<file path="config.mk">
export PLATFORM = sky130hd
export DESIGN_NAME = rf_wport_arb_flat
export DESIGN_NICKNAME = d
export VERILOG_FILES = /design/src/rtl/rf_wport_arb_if.sv /design/src/rtl/rf_wport_arb.sv /design/src/flat_wrapper.sv
export SDC_FILE = /design/constraint.sdc
export NUM_CORES = 1
export LEC_CHECK = 0
export ABC_AREA = 1
export BUFFER_PORTS_ARGS = -buffer_cell sky130_fd_sc_hd__buf_2
export CORE_MARGIN = 8
export CORE_UTILIZATION = 55
export CTS_CLUSTER_SIZE = 14
export DETAILED_ROUTE_END_ITERATION = 7
export PLACE_DENSITY = 0.8
export SYNTH_ARGS = -nofsm -noshare
export SYNTH_HDL_FRONTEND = slang
export SYNTH_SLANG_ARGS = --single-unit
</file>
<file path="constraint.sdc">
create_clock -name clk -period 4.6 [get_ports clk]
set_input_delay 0.69 -clock clk [delete_from_list [all_inputs] [get_ports clk]]
set_output_delay 0.69 -clock clk [all_outputs]
set_load 0.05 [all_outputs]
</file>
<file path="src/rtl/rf_wport_arb_if.sv">
// Bundle of the RF write-port arbiter signals: WB write, auxiliary result
// handshake, registered RF write, and decode pending-write query.
interface rf_wport_arb_if;
  // aux handshake: a result transfers on a cycle where aux_valid && aux_ready;
  // aux_valid/aux_waddr/aux_wdata must hold until then, and aux_ready does not
  // depend on aux_valid.
  logic        pipe_we;
  logic [4:0]  pipe_waddr;
  logic [31:0] pipe_wdata;
  logic        aux_valid;
  logic        aux_ready;
  logic [4:0]  aux_waddr;
  logic [31:0] aux_wdata;
  logic        rf_we;
  logic [4:0]  rf_waddr;
  logic [31:0] rf_wdata;
  logic [4:0]  chk_raddr;
  logic        chk_hit;
  logic        pending;
  logic        stall_req;

  modport master (
    output pipe_we, pipe_waddr, pipe_wdata,
    output aux_valid, aux_waddr, aux_wdata,
    output chk_raddr,
    input  aux_ready, rf_we, rf_waddr, rf_wdata, chk_hit, pending, stall_req
  );

  modport slave (
    input  pipe_we, pipe_waddr, pipe_wdata,
    input  aux_valid, aux_waddr, aux_wdata,
    input  chk_raddr,
    output aux_ready, rf_we, rf_waddr, rf_wdata, chk_hit, pending, stall_req
  );
endinterface

</file>
<file path="src/rtl/rf_wport_arb.sv">
// Shares the single register-file write port between WB and a buffered
// auxiliary result source. Optional starvation stall: RF_ARB_STARVE_EN.
module rf_wport_arb #(
    parameter int DEPTH        = 2,
    parameter int STARVE_LIMIT = 4
) (
    input  logic          clk,
    input  logic          rst,
    rf_wport_arb_if.slave bus
);
    localparam int AW = $clog2(DEPTH);
    localparam int CW = AW + 1;

    if (DEPTH < 2 || DEPTH > 8 || (DEPTH & (DEPTH - 1)) != 0) begin : g_bad_depth
        $error("rf_wport_arb: DEPTH must be a power of two in 2..8");
    end
    if (STARVE_LIMIT < 1 || STARVE_LIMIT > 15) begin : g_bad_limit
        $error("rf_wport_arb: STARVE_LIMIT must be in 1..15");
    end

    logic [DEPTH-1:0] valid_q, valid_d;
    logic [4:0]       waddr_q [DEPTH];
    logic [4:0]       waddr_d [DEPTH];
    logic [31:0]      wdata_q [DEPTH];
    logic [31:0]      wdata_d [DEPTH];
    logic [AW-1:0]    rd_ptr_q, rd_ptr_d, wr_ptr_q, wr_ptr_d;
    logic [CW-1:0]    count_q, count_d;
    logic             rf_we_q, rf_we_d;
    logic [4:0]       rf_waddr_q, rf_waddr_d;
    logic [31:0]      rf_wdata_q, rf_wdata_d;

    logic full, empty, pipe_eff, aux_acc, aux_live, head_valid;
    logic pop, bypass, enq, chk_hit_c;

    assign full       = (count_q == CW'(DEPTH));
    assign empty      = (count_q == '0);
    assign pipe_eff   = bus.pipe_we && (bus.pipe_waddr != 5'd0);
    assign aux_acc    = bus.aux_valid && !full;
    // The younger pipe write to the same register makes this aux result dead.
    assign aux_live   = aux_acc && (bus.aux_waddr != 5'd0) &&
                        !(pipe_eff && (bus.aux_waddr == bus.pipe_waddr));
    assign head_valid = !empty && valid_q[rd_ptr_q];

    always_comb begin
        pop        = 1'b0;
        bypass     = 1'b0;
        rf_we_d    = 1'b0;
        rf_waddr_d = rf_waddr_q;
        rf_wdata_d = rf_wdata_q;
        if (pipe_eff) begin
            rf_we_d    = 1'b1;
            rf_waddr_d = bus.pipe_waddr;
            rf_wdata_d = bus.pipe_wdata;
            pop        = !empty && !head_valid;
        end else if (head_valid) begin
            rf_we_d    = 1'b1;
            rf_waddr_d = waddr_q[rd_ptr_q];
            rf_wdata_d = wdata_q[rd_ptr_q];
            pop        = 1'b1;
        end else begin
            pop = !empty;
            if (empty && aux_live) begin
                bypass     = 1'b1;
                rf_we_d    = 1'b1;
                rf_waddr_d = bus.aux_waddr;
                rf_wdata_d = bus.aux_wdata;
            end
        end
        enq = aux_live && !bypass;
    end

    always_comb begin
        valid_d = valid_q;
        waddr_d = waddr_q;
        wdata_d = wdata_q;
        for (int i = 0; i < DEPTH; i++) begin
            if (pipe_eff && (waddr_q[i] == bus.pipe_waddr)) valid_d[i] = 1'b0;
        end
        if (pop) valid_d[rd_ptr_q] = 1'b0;
        // The tail slot is always free when enq is set, so no kill can race it.
        if (enq) begin
            valid_d[wr_ptr_q] = 1'b1;
            waddr_d[wr_ptr_q] = bus.aux_waddr;
            wdata_d[wr_ptr_q] = bus.aux_wdata;
        end
        rd_ptr_d = rd_ptr_q + AW'(pop);
        wr_ptr_d = wr_ptr_q + AW'(enq);
        count_d  = count_q + CW'(enq) - CW'(pop);
    end

    always_comb begin
        chk_hit_c = 1'b0;
        for (int i = 0; i < DEPTH; i++) begin
            if (valid_q[i] && (waddr_q[i] == bus.chk_raddr)) chk_hit_c = 1'b1;
        end
        if (bus.chk_raddr == 5'd0) chk_hit_c = 1'b0;
    end

    always_ff @(posedge clk or posedge rst) begin
        if (rst) begin
            valid_q    <= '0;
            rd_ptr_q   <= '0;
            wr_ptr_q   <= '0;
            count_q    <= '0;
            rf_we_q    <= 1'b0;
            rf_waddr_q <= '0;
            rf_wdata_q <= '0;
            for (int i = 0; i < DEPTH; i++) begin
                waddr_q[i] <= '0;
                wdata_q[i] <= '0;
            end
        end else begin
            valid_q    <= valid_d;
            rd_ptr_q   <= rd_ptr_d;
            wr_ptr_q   <= wr_ptr_d;
            count_q    <= count_d;
            rf_we_q    <= rf_we_d;
            rf_waddr_q <= rf_waddr_d;
            rf_wdata_q <= rf_wdata_d;
            for (int i = 0; i < DEPTH; i++) begin
                waddr_q[i] <= waddr_d[i];
                wdata_q[i] <= wdata_d[i];
            end
        end
    end

`ifdef RF_ARB_STARVE_EN
    localparam logic [3:0] LIMIT = 4'(STARVE_LIMIT);
    logic [3:0] starve_q, starve_d;
    logic       stall_q, stall_d;

    always_comb begin
        starve_d = starve_q;
        if (pop || empty) begin
            starve_d = '0;
        end else if (pipe_eff && head_valid && (starve_q != LIMIT)) begin
            starve_d = starve_q + 4'd1;
        end
        // Stall holds until the FIFO has been seen empty, then drops.
        stall_d = stall_q;
        if (empty) begin
            stall_d = 1'b0;
        end else if (starve_q == LIMIT) begin
            stall_d = 1'b1;
        end
    end

    always_ff @(posedge clk or posedge rst) begin
        if (rst) begin
            starve_q <= '0;
            stall_q  <= 1'b0;
        end else begin
            starve_q <= starve_d;
            stall_q  <= stall_d;
        end
    end

    assign bus.stall_req = stall_q;
`else
    assign bus.stall_req = 1'b0;
`endif

    assign bus.aux_ready = !full;
    assign bus.pending   = |valid_q;
    assign bus.chk_hit   = chk_hit_c;
    assign bus.rf_we     = rf_we_q;
    assign bus.rf_waddr  = rf_waddr_q;
    assign bus.rf_wdata  = rf_wdata_q;
endmodule
</file>
<file path="src/flat_wrapper.sv">
// flat-port wrapper written by rule: the top's interface ports become plain ports
module rf_wport_arb_flat 
#(
    parameter int DEPTH        = 2,
    parameter int STARVE_LIMIT = 4
)
  (clk, rst, bus_pipe_we, bus_pipe_waddr, bus_pipe_wdata, bus_aux_valid, bus_aux_waddr, bus_aux_wdata, bus_chk_raddr, bus_aux_ready, bus_rf_we, bus_rf_waddr, bus_rf_wdata, bus_chk_hit, bus_pending, bus_stall_req);
  rf_wport_arb_if bus_i ();
  input  logic clk;
  input  logic rst;
  input wire logic [$bits(bus_i.pipe_we)-1:0] bus_pipe_we;
  input wire logic [$bits(bus_i.pipe_waddr)-1:0] bus_pipe_waddr;
  input wire logic [$bits(bus_i.pipe_wdata)-1:0] bus_pipe_wdata;
  input wire logic [$bits(bus_i.aux_valid)-1:0] bus_aux_valid;
  input wire logic [$bits(bus_i.aux_waddr)-1:0] bus_aux_waddr;
  input wire logic [$bits(bus_i.aux_wdata)-1:0] bus_aux_wdata;
  input wire logic [$bits(bus_i.chk_raddr)-1:0] bus_chk_raddr;
  output wire logic [$bits(bus_i.aux_ready)-1:0] bus_aux_ready;
  output wire logic [$bits(bus_i.rf_we)-1:0] bus_rf_we;
  output wire logic [$bits(bus_i.rf_waddr)-1:0] bus_rf_waddr;
  output wire logic [$bits(bus_i.rf_wdata)-1:0] bus_rf_wdata;
  output wire logic [$bits(bus_i.chk_hit)-1:0] bus_chk_hit;
  output wire logic [$bits(bus_i.pending)-1:0] bus_pending;
  output wire logic [$bits(bus_i.stall_req)-1:0] bus_stall_req;
  assign bus_i.pipe_we = bus_pipe_we;
  assign bus_i.pipe_waddr = bus_pipe_waddr;
  assign bus_i.pipe_wdata = bus_pipe_wdata;
  assign bus_i.aux_valid = bus_aux_valid;
  assign bus_i.aux_waddr = bus_aux_waddr;
  assign bus_i.aux_wdata = bus_aux_wdata;
  assign bus_i.chk_raddr = bus_chk_raddr;
  assign bus_aux_ready = bus_i.aux_ready;
  assign bus_rf_we = bus_i.rf_we;
  assign bus_rf_waddr = bus_i.rf_waddr;
  assign bus_rf_wdata = bus_i.rf_wdata;
  assign bus_chk_hit = bus_i.chk_hit;
  assign bus_pending = bus_i.pending;
  assign bus_stall_req = bus_i.stall_req;
  rf_wport_arb #(.DEPTH(DEPTH), .STARVE_LIMIT(STARVE_LIMIT)) u_core (.clk(clk), .rst(rst), .bus(bus_i));
endmodule
</file>
==> flow_metrics.env, run 1 <==
export IMPL_cts_made_buffers=17
export IMPL_status="finished clean"
export IMPL_ys_top_cells_by_area="dfrtp_1 48%, nand2_1 15%, o21ai_0 7.0%"
export IMPL_area_delta_synth_final_pct=18.4
export IMPL_clock_sinks=118
export IMPL_portBuffers=123
export IMPL_yosysUniqueCellTypes=36
export IMPL_crit_slowest_cell="inv_2"
export IMPL_startpoint_type="register"
export IMPL_yosysTopAreaCell="dfrtp_1"
export IMPL_max_slew_margin_pct=17.6
export IMPL_r2r_slack_ps=1780
export IMPL_slew_viol_final=0
export IMPL_period_needed_ps=2820
export IMPL_synth_edf_count=0
export IMPL_place_congestion=0.903
export IMPL_synth_top_area_share_pct=47.9
export IMPL_crit_arrival_ps=3270
export IMPL_num_rows=38
export IMPL_hold_viol_final=0
export IMPL_drt_initial_drc_count=359
export IMPL_tritoncts="built"
export IMPL_clockBufferDepth=2
export IMPL_synth_most_common_cell="nand2_1"
export IMPL_ios=125
export IMPL_finalSetupViolations=0
export IMPL_core_area_um2=10900
export IMPL_fin_ws_ps=1780
export IMPL_worstPathMaxFanout=35
export IMPL_post_route_period_util_pct=61.2
export IMPL_cts_clk_slew_worst_paths_ps=60
export IMPL_grt_pass1_vias=5562
export IMPL_start_util_pct=56.6
export IMPL_vias=5475
export IMPL_hold_buffers=0
export IMPL_grt_ovfl_total=0
export IMPL_cts_resized=0
export IMPL_synth_area_per_cell_um2=8.04
export IMPL_detail_route_antenna_nets=0
export IMPL_crit_chain="o21ai_2 > nand2_1 > inv_2 > nand2_1 > a31oi_1 > nand2_1 > nand2_1"
export IMPL_ir_drop_v=0.000610
export IMPL_fillers=927
export IMPL_fmax_mhz=355
export IMPL_avgRoutedWirePerCell_um=15.5
export IMPL_die_area_um2=14800
export IMPL_placed_area_um2=6740
export IMPL_antenna_found_initial=0
export IMPL_insertion_delay_ps=510
export IMPL_dp_hpwl_mm=10.2
export IMPL_track_usage_pct=22.2
export IMPL_final_layout_size_suffix_gt1_share_pct=23.7
export IMPL_p_leak_nw=3.63
export IMPL_max_stage_delay_ps=850
export IMPL_grt_max_degree=75
export IMPL_fin_skew_ps=11.0
export IMPL_preCtsSetupSlack_ps=1290
export IMPL_rsz0062_at_grt="false"
export IMPL_drt_pass1_iter_count=5
export IMPL_p_per_area_nw_per_um2=795
export IMPL_async_flop_share_pct=100
export IMPL_syn_instance_count=767
export IMPL_min_path_type="in2async"
export IMPL_worstPathRequired_ps=5050
export IMPL_critPathTopFamily="simple AND/OR/NAND/NOR gates"
export IMPL_dieWidth_um=122
export IMPL_criticalPathCategory="reg2reg"
export IMPL_cts_max_level=4
export IMPL_maxCapViolations=0
export IMPL_synth_top_cells_by_count="250 x nand2_1, 118 x dfrtp_1, 86 x o21ai_0, 60 x inv_1, 43 x nand3_1"
export IMPL_seq_area_frac_synth_pct=47.9
export IMPL_nets=951
export IMPL_worst_pin_slew_ps=1240
export IMPL_grt_pass1_wl_mm=26.8
export IMPL_path_buf_inv=1
export IMPL_wl_mm=15.8
export IMPL_via_per_inst=5.38
export IMPL_syn_nets=854
export IMPL_cp_end_kind="register"
export IMPL_ys_flop_type="dfrtp_1"
export IMPL_yosysWarnings=0
export IMPL_root_buffer="clkbuf_8"
export IMPL_post_cts_buffers=0
export IMPL_crit_top_cell="nand2_1"
export IMPL_syn_area_um2=6160
export IMPL_fin_area_um2=7300
export IMPL_drc=0
export IMPL_tns_ps=0
export IMPL_die_y_um=122
export IMPL_ys_ff_latch=118
sequential cells by signal, indices dropped and copies added (netlist names):
signal	flops
u_core.count_q	2
u_core.bus.rf_waddr	5
u_core.wdata_q	64
u_core.waddr_q	10
u_core.valid_q	2
u_core.bus.rf_wdata	32
u_core.rd_ptr_q	1
u_core.bus.rf_we	1
u_core.wr_ptr_q	1
metal layers:
layer	wire [um]	global-route usage, %	vias to the layer above
li1	-	-	2679
met1	6870	28.2	2568
met2	7640	36.6	218
met3	1190	6.02	10
met4	81	6.01	0
met5	0	0	-
final timing paths:
path | start | to | cells past startpoint
hold reg to reg | u_core.bus.rf_wdata[12] | u_core.bus.rf_wdata[12] | 2
min in group clk | bus_aux_wdata[12] | u_core.wdata_q[44] | 3
hold / removal | rst | u_core.wdata_q[54] | 2
max in group asynchronous | rst | u_core.wdata_q[38] | 3
setup / recovery | u_core.rd_ptr_q | u_core.bus.rf_wdata[9] | 7
setup reg to reg | u_core.rd_ptr_q | u_core.bus.rf_wdata[9] | 7
per-stage QoR:
step,hold slack [ps],util (%),power [W],instances
floorplan,481,-,0.00395,767
global placement,484,61.9,0.00449,985
detailed placement,491,61.9,0.00456,985
CTS,178,67.0,0.00582,1017
global route,192,67.0,0.00622,1017
finish,168,67.0,0.00580,1018
where the power goes:
group          internal [W]  total, W  switching, W  leakage (nW)
logic              0.000815   0.00271       0.00189          1.95
registers           0.00157   0.00185      0.000285          1.42
clock network      0.000735   0.00124      0.000503         0.257
layout by cell type, fill, tap and decap left out, types with 4 or more instances in the layout:
| cell type | synthesis | final |
|---|---|---|
| buf_2 | 12 | 123 |
| inv_1 | 60 | 59 |
| a31oi_1 | 33 | 33 |
| nand3_1 | 43 | 43 |
| o21ai_0 | 86 | 86 |
| o22ai_1 | 4 | 4 |
| clkbuf_16 | 0 | 16 |
| xnor2_1 | 8 | 8 |
| mux2_2 | 32 | 32 |
| nand2_1 | 250 | 250 |
| buf_4 | 7 | 6 |
| xor2_1 | 6 | 6 |
| clkinvlp_4 | 0 | 5 |
| nand4_1 | 6 | 6 |
| clkinv_4 | 0 | 4 |
| nor2_1 | 42 | 42 |
| dfrtp_1 | 118 | 117 |
cell families (layout without fill, tap and decap cells):
family / after synthesis / after routing / synth area share, %
other: 1 / 2 / 0.0608
AND/OR/NAND/NOR: 352 / 352 / 23.3
flip-flops: 118 / 118 / 47.9
adder cells (fa/ha/maj): 4 / 4 / 0.812
AO/OA/AOI/OAI: 132 / 132 / 11.8
multiplexers: 32 / 32 / 5.85
buffers and inverters: 114 / 224 / 8.26
XOR/XNOR: 14 / 14 / 1.99
layout make-up:
class                      instances  area, um2  area share (%)
antenna                            1       2.50          0.0343
clock buffer                      19        432            5.92
clock inverter                    13        125            1.71
inverter                          63        241            3.31
multi-input combinational        535       2710            37.1
sequential                       118       2950            40.5
tap                              140        175            2.40
timing repair buffer             129        661            9.05
Note: power is estimated with default switching activity, not from simulation.
==> inputs of run 2 (changes only) <==
--- a/config.mk
+++ b/config.mk
@@ -8,10 +8,10 @@
 export ABC_AREA = 1
 export BUFFER_PORTS_ARGS = -buffer_cell sky130_fd_sc_hd__buf_2
 export CORE_MARGIN = 8
-export CORE_UTILIZATION = 55
+export CORE_UTILIZATION = 50
 export CTS_CLUSTER_SIZE = 14
 export DETAILED_ROUTE_END_ITERATION = 7
-export PLACE_DENSITY = 0.8
+export PLACE_DENSITY = 0.77
 export SYNTH_ARGS = -nofsm -noshare
 export SYNTH_HDL_FRONTEND = slang
 export SYNTH_SLANG_ARGS = --single-unit
==> constraint.sdc (replaced) <==
create_clock -name clk -period 2.4 [get_ports clk]
set_input_delay 0.36 -clock clk [delete_from_list [all_inputs] [get_ports clk]]
set_output_delay 0.36 -clock clk [all_outputs]
set_load 0.05 [all_outputs]
==> flow_metrics.env, run 2 (synthesized netlist as in run 1, its figures left out) <==
export IMPL_seq_area_um2=2950
export IMPL_num_rows=40
export IMPL_tritoncts="built"
export IMPL_drt_initial_drc_count=381
export IMPL_final_layout_size_suffix_gt1_share_pct=24.7
export IMPL_worstPathMaxFanout=4
export IMPL_clockBufferDepth=2
export IMPL_post_cts_buffers=0
export IMPL_detail_route_antenna_nets=0
export IMPL_total_power_w=0.0113
export IMPL_place_congestion=0.842
export IMPL_cp_end_kind="output port"
export IMPL_fmax_mhz=481
export IMPL_final_common_cell="nand2_1"
export IMPL_startpoint_type="register"
export IMPL_die_area_um2=16100
export IMPL_cts_clk_slew_worst_paths_ps=60
export IMPL_ios=125
export IMPL_slew_viol_final=0
export IMPL_rsz0062_at_grt="false"
export IMPL_root_buffer="clkbuf_16"
export IMPL_worst_pin_slew_ps=642
export IMPL_post_route_period_util_pct=86.7
export IMPL_cts_max_level=4
export IMPL_start_util_pct=51.3
export IMPL_grt_max_degree=61
export IMPL_multiInputGateArea_um2=2710
export IMPL_status="finished clean"
export IMPL_finalSetupViolations=0
export IMPL_core_area_um2=12000
export IMPL_hold_buffers=0
export IMPL_most_common_layout_cells="249 x nand2_1, 123 x buf_2, 117 x dfrtp_1"
export IMPL_largest_reg_flops=64
export IMPL_crit_arrival_ps=1720
export IMPL_dp_hpwl_mm=11.0
export IMPL_fillers=1075
export IMPL_track_usage_pct=20.2
export IMPL_die_y_um=127
export IMPL_insertion_delay_ps=410
export IMPL_tns_ps=0
export IMPL_drc=0
export IMPL_criticalPathCategory="reg2out"
export IMPL_grt_pass1_wl_mm=26.6
export IMPL_grt_ovfl_total=0
export IMPL_hold_viol_final=0
export IMPL_regMostFlops="u_core.wdata_q"
export IMPL_wl_mm=15.9
export IMPL_min_path_type="in2async"
export IMPL_cts_resized=0
export IMPL_drt_pass1_iter_count=5
export IMPL_p_per_area_nw_per_um2=1510
export IMPL_antenna_cells=0
export IMPL_grt_pass1_vias=5470
export IMPL_vias=5498
export IMPL_dieWidth_um=127
export IMPL_via_per_inst=5.32
export IMPL_ir_drop_v=0.000687
export IMPL_nets=962
export IMPL_cts_made_buffers=17
export IMPL_max_slew_margin_pct=57.1
export IMPL_area_delta_synth_final_pct=21.2
export IMPL_period_needed_ps=2080
export IMPL_avgRoutedWirePerCell_um=15.3
export IMPL_antenna_found_initial=0
export IMPL_worstPathRequired_ps=2040
export IMPL_clock_sinks=118
export IMPL_fin_skew_ps=7.02
export IMPL_p_leak_nw=3.73
export IMPL_maxCapViolations=0
export IMPL_portBuffers=123
-- run 2: cell count changes in the layout (fill, tap and decap cells not counted), sizes merged --
cell	before	now
clkinv	5	7
diode	1	0
buf	129	140
inv	65	62
clkbuf	19	22
clkinvlp	5	2
-- run 2: per-layer routing --
layer	up-vias	wire (um)	GRT usage (%)
li1	2702	-	-
met1	2628	7250	25.4
met2	148	7610	33.6
met3	20	758	4.20
met4	0	238	7.42
met5	-	0	0
-- run 2: through the flow --
step	instances	utilization (%)	instance area, um2	setup slack [ps]	hold slack (ps)
3_3_place_gp	1003	57.5	6910	212	478
6_report	1034	62.2	7470	319	44.0
3_5_place_dp	1003	57.5	6910	178	479
2_1_floorplan	767	-	6170	43.4	477
5_1_grt	1034	62.2	7470	204	77.8
4_1_cts	1034	62.2	7470	302	49.0
-- run 2: critical path: stages (launching register included) --
cell and delay (ps):
dfrtp_1 390, inv_1 90, nand2_1 60, nand2_1 50, a221oi_1 200, nand3_1 100
a21oi_1 140, buf_2 280
-- run 2: final timing paths --
path                       cells after the start                   start  slack [ps]                       to
min in group clk                               3        bus_aux_wdata[5]         190       u_core.wdata_q[37]
setup / recovery                               7       u_core.waddr_q[1]         320              bus_chk_hit
setup reg to reg                               7       u_core.count_q[1]         430       u_core.wdata_q[39]
hold / removal                                 2                     rst          40  u_core.bus.rf_wdata[28]
hold reg to reg                                2  u_core.bus.rf_waddr[1]         500   u_core.bus.rf_waddr[1]
max in group asynchronous                      3                     rst        1660       u_core.wdata_q[41]
-- run 2: final cells by class --
type	instances	area share [%]
flip-flops and latches	118	39.6
clock inverters	9	1.02
clock buffers	22	6.48
repair buffers	140	11.0
well taps	147	2.46
multi-input cells	535	36.3
inverters	63	3.25
-- run 2: report_power, final --
| group | switching (W) | leakage, nW | internal (W) |
|---|---|---|---|
| clock network | 0.000868 | 0.281 | 0.00152 |
| registers | 0.000502 | 1.42 | 0.00301 |
| logic | 0.00367 | 2.03 | 0.00170 |
| total | 0.00504 | 3.73 | 0.00622 |
==> inputs of run 3 (changes only) <==
--- a/config.mk
+++ b/config.mk
@@ -8,10 +8,11 @@
 export ABC_AREA = 1
 export BUFFER_PORTS_ARGS = -buffer_cell sky130_fd_sc_hd__buf_2
 export CORE_MARGIN = 8
-export CORE_UTILIZATION = 50
+export CORE_UTILIZATION = 52
+export CTS_BUF_LIST = sky130_fd_sc_hd__clkbuf_4
 export CTS_CLUSTER_SIZE = 14
 export DETAILED_ROUTE_END_ITERATION = 7
-export PLACE_DENSITY = 0.77
+export PLACE_DENSITY = 0.79
 export SYNTH_ARGS = -nofsm -noshare
 export SYNTH_HDL_FRONTEND = slang
 export SYNTH_SLANG_ARGS = --single-unit
==> flow_metrics.env, run 3 (synthesized netlist as in run 1, its figures left out) <==
export IMPL_fin_area_um2=7180
export IMPL_dp_hpwl_mm=10.7
export IMPL_post_route_period_util_pct=91.4
export IMPL_tns_ps=0
export IMPL_grt_pass1_wl_mm=25.9
export IMPL_die_area_um2=15600
export IMPL_tritoncts="built"
export IMPL_portBuffers=123
export IMPL_drc=0
export IMPL_hold_viol_final=0
export IMPL_criticalPathCategory="reg2out"
export IMPL_num_rows=39
export IMPL_via_per_inst=5.27
export IMPL_clock_sinks=118
export IMPL_critPathTopFamily="flip-flops"
export IMPL_most_common_layout_cells="249 x nand2_1, 122 x buf_2, 117 x dfrtp_1"
export IMPL_min_path_type="in2reg"
export IMPL_p_leak_nw=3.59
export IMPL_nets=960
export IMPL_wl_mm=15.5
export IMPL_fin_skew_ps=12.9
export IMPL_worstPathRequired_ps=2040
export IMPL_die_y_um=125
export IMPL_crit_chain="inv_1 > nand2_1 > nand2_1 > a221oi_1 > nand3_1 > a21oi_1 > clkbuf_4"
export IMPL_track_usage_pct=20.3
export IMPL_drt_pass1_iter_count=5
export IMPL_rsz0062_at_grt="false"
export IMPL_cts_clk_slew_worst_paths_ps=110
export IMPL_finalSetupViolations=0
export IMPL_grt_pass1_vias=5319
export IMPL_worst_pin_slew_ps=694
export IMPL_multiInputGateArea_um2=2710
export IMPL_cts_made_buffers=17
export IMPL_period_needed_ps=2190
export IMPL_slew_viol_final=0
export IMPL_ir_drop_v=0.000920
export IMPL_crit_top_cell="nand2_1"
export IMPL_final_core_util_pct=62.4
export IMPL_final_common_cell="nand2_1"
export IMPL_path_buf_inv=2
export IMPL_area_delta_synth_final_pct=16.6
export IMPL_ios=125
export IMPL_seq_area_um2=2950
export IMPL_crit_arrival_ps=1830
export IMPL_fillers=1034
export IMPL_post_cts_buffers=0
export IMPL_status="finished clean"
export IMPL_regMostFlops="u_core.wdata_q"
export IMPL_dieWidth_um=125
export IMPL_crit_slowest_cell="dfrtp_1"
export IMPL_drt_initial_drc_count=357
export IMPL_start_util_pct=53.5
export IMPL_clockBufferDepth=2
export IMPL_cts_max_level=4
export IMPL_root_buffer="clkbuf_4"
export IMPL_maxCapViolations=0
export IMPL_worstPathMaxFanout=4
export IMPL_max_stage_delay_ps=410
export IMPL_core_area_um2=11500
export IMPL_grt_ovfl_total=0
export IMPL_fmax_mhz=456
export IMPL_vias=5424
export IMPL_antenna_found_initial=1
export IMPL_avgRoutedWirePerCell_um=15.0
export IMPL_final_layout_size_suffix_gt1_share_pct=24.4
export IMPL_startpoint_type="register"
export IMPL_grt_max_degree=119
export IMPL_max_slew_margin_pct=53.7
export IMPL_place_congestion=0.859
export IMPL_cp_end_kind="output port"
export IMPL_placed_area_um2=6860
export IMPL_r2r_slack_ps=430
export IMPL_p_per_area_nw_per_um2=1440
export IMPL_largest_reg_flops=64
export IMPL_insertion_delay_ps=540
export IMPL_detail_route_antenna_nets=0
run 3: final cells by class:
| type | instances | area share, % |
|---|---|---|
| clock inverter | 15 | 2.59 |
| tap | 143 | 2.49 |
| clock buffer | 17 | 1.78 |
| multi-input combinational | 535 | 37.7 |
| sequential | 118 | 41.1 |
| antenna | 1 | 0.0348 |
| timing repair buffer | 138 | 10.9 |
| inverter | 63 | 3.38 |
run 3: worst paths after layout:
path                                               from                 endpoint  cells after the start
worst max-delay path                  u_core.waddr_q[1]              bus_chk_hit                      7
worst min-delay path                   bus_aux_wdata[5]       u_core.wdata_q[37]                      3
worst max register to register        u_core.count_q[1]       u_core.wdata_q[18]                      7
worst min register to register  u_core.bus.rf_wdata[19]  u_core.bus.rf_wdata[19]                      2
max in group asynchronous                           rst       u_core.wdata_q[46]                      4
min in group asynchronous                           rst  u_core.bus.rf_wdata[29]                      4
run 3: worst reg2reg max path, delay by kind of cell (launching register included):
| family | cells | cell delay, ps |
|---|---|---|
| AND/OR/NAND/NOR | 3 | 600 |
| flip-flops | 1 | 420 |
| buffers and inverters | 2 | 340 |
| multiplexers | 1 | 290 |
| adder cells (fa/ha/maj) | 1 | 220 |
run 3: layer usage:
metal	vias to the layer above	wire, um	global-route usage [%]
met5	-	0	0
met4	0	268	8.02
met3	23	864	5.39
met2	146	7340	32.9
met1	2558	6990	25.2
li1	2697	-	-
run 3: repair_timing:
item / in CTS / in global routing
hold endpoints to repair: 13 / 0
gates resized for setup: 0 / 1
setup endpoints to repair: 0 / 1
hold buffers: 1 / 0
run 3: power breakdown:
group | internal [W] | switching [W]
logic | 0.00167 | 0.00361
registers | 0.00300 | 0.000530
clock network | 0.000811 | 0.000757
total | 0.00547 | 0.00490
run 3: per-stage QoR:
| stage | setup WS, ps | hold slack (ps) | cells | total power [W] |
|---|---|---|---|---|
| CTS | 124 | 10.0 | 1029 | 0.0105 |
| floorplan | 43.4 | 477 | 767 | 0.00757 |
| finish | 207 | 59.1 | 1030 | 0.0104 |
| global placement | 241 | 486 | 996 | 0.00873 |
| global route | 21.9 | 25.1 | 1030 | 0.0112 |
| detailed placement | 211 | 490 | 996 | 0.00887 |
